$ cat config.mk
export PLATFORM = sky130hd
export DESIGN_NAME = gate_bank_tester
export DESIGN_NICKNAME = d
export VERILOG_FILES = /design/src/rtl/gate_bank_tester.sv
export SDC_FILE = /design/constraint.sdc
export NUM_CORES = 1
export LEC_CHECK = 0
export CAP_MARGIN = 0
export CELL_PAD_IN_SITES_DETAIL_PLACEMENT = 0
export CELL_PAD_IN_SITES_GLOBAL_PLACEMENT = 1
export CORE_ASPECT_RATIO = 1.2
export CORE_MARGIN = 2
export CORE_UTILIZATION = 38
export CTS_CLUSTER_SIZE = 25
export DETAILED_ROUTE_END_ITERATION = 16
export HOLD_SLACK_MARGIN = 0.08
export MAX_ROUTING_LAYER = met4
export PLACE_DENSITY_LB_ADDON = 0.1
export SYNTH_ARGS = -nofsm -noshare
export SYNTH_HDL_FRONTEND = slang
export SYNTH_SLANG_ARGS = --single-unit
$ cat constraint.sdc
create_clock -name clk -period 3.1 [get_ports clk]
set_clock_uncertainty 0.15 [all_clocks]
set_input_delay 0.62 -clock clk [delete_from_list [all_inputs] [get_ports clk]]
set_output_delay 0.62 -clock clk [all_outputs]
set_load 0.005 [all_outputs]
$ cat src/rtl/gate_bank_tester.sv
// Stimulus/response tester for a two-input gate bank: walks {a,b} through all
// four vectors, samples the eight gate outputs and accumulates mismatch results.
module gate_bank_tester_lane (
    input  logic clk,
    input  logic rst_n,
    input  logic clr,
    input  logic chk,
    input  logic exp_bit,
    input  logic got_bit,
    output logic mism,
    output logic fail
);
    assign mism = exp_bit ^ got_bit;

    // Sticky per-gate failure flag, cleared when a new test is accepted
    always_ff @(posedge clk or negedge rst_n) begin
        if (!rst_n)
            fail <= 1'b0;
        else if (clr)
            fail <= 1'b0;
        else if (chk && mism)
            fail <= 1'b1;
    end
endmodule

module gate_bank_tester #(
    parameter int SETTLE_CYCLES = 2
) (
    input  logic       clk,
    input  logic       rst_n,
    input  logic       start,
    input  logic [7:0] gate_in,
    output logic       a_out,
    output logic       b_out,
    output logic       busy,
    output logic       done,
    output logic       pass,
    output logic [2:0] err_count,
    output logic [7:0] fail_mask,
    output logic [1:0] first_fail_vec,
    output logic       first_fail_valid
);
    localparam int NUM_LANES = 8;
    localparam logic [3:0] SETTLE_LAST = 4'(SETTLE_CYCLES - 1);

    typedef enum logic [1:0] {IDLE, SETTLE, CHECK, DONE} state_t;

    state_t                 state;
    logic [1:0]             vec;
    logic [1:0]             vec_nxt;
    logic [3:0]             settle_cnt;
    logic [NUM_LANES-1:0]   expected;
    logic [NUM_LANES-1:0]   mism;
    logic                   accept;
    logic                   checking;

    // Golden truth table, packed {xnor,xor,nor,nand,not_b,not_a,or,and}
    always_comb begin
        expected = 8'h00;
        case (vec)
            2'b00: expected = 8'hBC;
            2'b01: expected = 8'h56;
            2'b10: expected = 8'h5A;
            2'b11: expected = 8'h83;
        endcase
    end

    assign accept   = start && (state == IDLE || state == DONE);
    assign checking = (state == CHECK);
    assign vec_nxt  = vec + 2'd1;
    assign pass     = done && (err_count == 3'd0);

    for (genvar i = 0; i < NUM_LANES; i++) begin : g_lane
        gate_bank_tester_lane u_lane (
            .clk     (clk),
            .rst_n   (rst_n),
            .clr     (accept),
            .chk     (checking),
            .exp_bit (expected[i]),
            .got_bit (gate_in[i]),
            .mism    (mism[i]),
            .fail    (fail_mask[i])
        );
    end

    always_ff @(posedge clk or negedge rst_n) begin
        if (!rst_n) begin
            state            <= IDLE;
            vec              <= 2'd0;
            settle_cnt       <= 4'd0;
            a_out            <= 1'b0;
            b_out            <= 1'b0;
            busy             <= 1'b0;
            done             <= 1'b0;
            err_count        <= 3'd0;
            first_fail_vec   <= 2'd0;
            first_fail_valid <= 1'b0;
        end else begin
            case (state)
                IDLE, DONE: begin
                    if (start) begin
                        vec              <= 2'd0;
                        a_out            <= 1'b0;
                        b_out            <= 1'b0;
                        settle_cnt       <= 4'd0;
                        err_count        <= 3'd0;
                        first_fail_vec   <= 2'd0;
                        first_fail_valid <= 1'b0;
                        busy             <= 1'b1;
                        done             <= 1'b0;
                        state            <= SETTLE;
                    end
                end
                SETTLE: begin
                    settle_cnt <= settle_cnt + 4'd1;
                    if (settle_cnt == SETTLE_LAST)
                        state <= CHECK;
                end
                CHECK: begin
                    if (mism != '0) begin
                        err_count <= err_count + 3'd1;
                        if (!first_fail_valid) begin
                            first_fail_vec   <= vec;
                            first_fail_valid <= 1'b1;
                        end
                    end
                    if (vec == 2'd3) begin
                        busy  <= 1'b0;
                        done  <= 1'b1;
                        state <= DONE;
                    end else begin
                        // Next vector is driven at the same edge that samples this one
                        vec        <= vec_nxt;
                        a_out      <= vec_nxt[1];
                        b_out      <= vec_nxt[0];
                        settle_cnt <= 4'd0;
                        state      <= SETTLE;
                    end
                end
            endcase
        end
    end
endmodule
==> metrics.md <==
| Metric | Value |
|---|---|
| Core ar. | 0.003879 sq mm |
| Filler-free cell count of the finished design | 237 |
| Die Height | 72.89 microns |
| First-pass GRT wire length | 5002 microns |
| Ant diodes | 0 |
| Initial Utilization | between 30% and 40% |
| Top FF cell, synth | dfrtp_1 |
| First drt pass iteration count | 4 |
| Switching Fraction | about two fifths |
| Setup crit start | b_out |
| ANT nets after route | 0 |
| Clock-pin slew on the worst setup and hold paths | roughly 0.08 ns |
| Synthesized area per cell | ~9.3 sq um |
| Crit Path Class | flip-flop to flip-flop |
| Total grt overflow | 0 |
| Count of pins over their slew limit | 0 |
| CTS tree | done |
| Outcome | complete, no violations |
| P_int | 0.8180 mW |
| Critical Path AT | roughly 2.5 ns |
| Synth warn | 0 |
| Worst-margin pin slew | a little under 0.7 ns |
| Ports | 30 |
| Resize count post-CTS | 0 |
| Critical R2R Launch | b_out |
| Die area | ~0.0045 sq mm |
| Distinct cell type count after synthesis | 35 |
| Hold Path Origin | g_lane[3].u_lane.fail |
| Register area share after synthesis | 39.97% |
| NetSw | 0.5170 mW |
| Final setup margin | between 0.5 and 0.6 ns |
| F_max | 395.7 MHz |
| Placed Cells | ~230 |
| Final Hold Fails | 0 |
| Num rows | 25 |
| CTS root buf | clkbuf_8 |
| Comb pwr share | roughly half |
| Critical Path Fanout Max | 8 |
| Vias in the first global route | 1,063 |
| Relative slew slack | a little over half |
| Clock sink total | 24 |
| Dpl ws | about 0.38 ns |
| H-tree depth | 1 |
| CP endpoint kind | flip-flop |
| Clk buf depth | 2 |
| Core Util, Final | between 40 and 50% |
| Static leakage | between 0.8 and 0.9 nW |
| Area Growth Syn to Fin | 21.82% |
| Pwr/cell area | between 700 and 800 mW/mm^2 |
| Synth Register Bits | 24 |
| Synth Cell Area | ~0.0015 sq mm |
| Number of max-cap violations | 0 |
| Flop2flop setup slack | approximately 0.57 ns |
| # Post-CTS Setup Buffers | 0 |
| Seq pwr share | between 30% and 40% |
| Req. time, crit path | roughly 3.1 ns |
| Share of cells above drive strength 1 | 6.011% |
| Net count, final | 207 |
| Routability cong. | approximately 0.74 |
| Worst skew pair latency | between 0.2 and 0.3 ns |
| GRT Overall Usage | between 10% and 20% |
| RSZ-0062 raised after global routing | no |
| Routed WL per cell | about 13 microns |
| CTS Hold Bufs | 0 |
| Largest net degree at the start of global routing | 25 |
| Top-count cell post-synth | dfrtp_1 |
| Die X | between 60 and 70 microns |
| Post-synth EDFFs | 0 |
| Final setup viols | 0 |
| Vias | about 1,100 |
| Antenna violations before repair | 0 |
| Setup TNS | 0 ns |
| Post-route DRC | 0 |
| Routed wire length | between 2000 and 3000 microns |
| Top cell type by total area after synthesis | dfrtp_1 |
| Detailed placer's ending HPWL | between 2000 and 2500 microns |
| Clock share of power | roughly 14% |
| CP Launch Type | flip-flop |
| Post-synth top cells | dfrtp_1 (24), nor2_1 (19), a21oi_1 (17), nand2_1 (16), ha_1 (11) |
| Synth top area share | about two fifths |
| HP Class | flip-flop to flip-flop |
| Ranking of synthesized cells by area | dfrtp_1 (40%), ha_1 (9.2%), a21oi_1 (5.7%) |
| Min Tclk post-route | ~2.5 ns |
| Fraction of registers with async set/reset | between 90% and 100% |
| Synthesized net count | ~180 |
| CTS buffer count | 3 |
| VDD IR max | 0.0003655 V |
| Vias per cell | about 4.8 |
| # port buffers | 29 |
| Initial DRC Count | 40 |
| Final Cycle Share | 81.51% |
| Synthesized instance count | 162 |
-- stage by stage --
stage                     instance area [sq um]  hold slack [ns]  power, mW
after global routing                       1831           0.3714      1.471
after CTS                                  1831           0.3502      1.357
after detailed placement                   1789           0.3307      1.167
final                                      1831           0.3458      1.335
after floorplan                            1503           0.1744     0.9775
after global placement                     1789           0.3229      1.154
-- per-layer routing --
layer,GRT usage (%),wire [microns],up-vias
met2,22.58,1427,17
met5,-,0,-
li1,-,-,586
met1,21.34,1416,540
met3,2.305,103,4
met4,4.965,41,0
-- cell type report --
cell class | instances | area, sq um
Clock buffer | 3 | 41.29
Sequential cell | 24 | 600.6
Timing Repair Buffer | 31 | 305.3
Inverter | 8 | 30.03
Tap cell | 54 | 67.56
Fill cell | 406 | 2048
Multi-Input combinational cell | 117 | 785.8
-- critical path, cell delays in order (launching register included) --
cell,delay (ns)
dfrtp_1,0.45
inv_1,0.16
ha_1,0.40
o21a_1,0.22
o211ai_2,0.11
a2111oi_4,0.59
nor2_2,0.09
a32o_1,0.26
-- sequential cells by signal, summed over array words and instances (netlist names) --
register	cells
b_out	1
first_fail_valid	1
vec	1
state	2
done	1
first_fail_vec	2
busy	1
settle_cnt	4
err_count	3
g_lane.u_lane.fail	8
-- layout by cell type (no fill, tap or decap), drive strengths merged, types with 5 or more instances in the layout --
cell           instances
o21ai                 10
dfrtp                 24
clkdlybuf4s50         29
a21oi                 17
xnor2                  5
inv                    8
ha                    11
nor2                  21
nand2                 16
-- kinds of logic (layout without fill, tap and decap cells) --
family / Yosys count / after routing / synth area share (%)
AO/OA/AOI/OAI: 43 / 43 / 19.57
AND/OR/NAND/NOR: 54 / 54 / 18.24
buffers and inverters: 21 / 42 / 7.743
multiplexers: 1 / 1 / 0.6661
adder cells (fa/ha/maj): 11 / 11 / 9.159
XOR/XNOR: 8 / 8 / 4.663
flip-flops: 24 / 24 / 39.97
-- worst paths after layout --
| kind | end | depth (start not counted) |
|---|---|---|
| max | first_fail_vec[0] | 7 |
| min | g_lane[3].u_lane.fail | 1 |
| min reg2reg | g_lane[3].u_lane.fail | 1 |
| max in group asynchronous | first_fail_vec[0] | 2 |
| min in group asynchronous | err_count[1] | 2 |
| max reg2reg | first_fail_vec[0] | 7 |
-- power groups by stage --
stage	combinational [mW]	clock, mW	sequential, mW
5_1_grt	0.751	0.207	0.514
2_1_floorplan	0.494	0	0.483
3_5_place_dp	0.666	0	0.501
6_report	0.656	0.186	0.493
4_1_cts	0.669	0.193	0.495
3_3_place_gp	0.657	0	0.497
(Power assumes the default switching activity.)
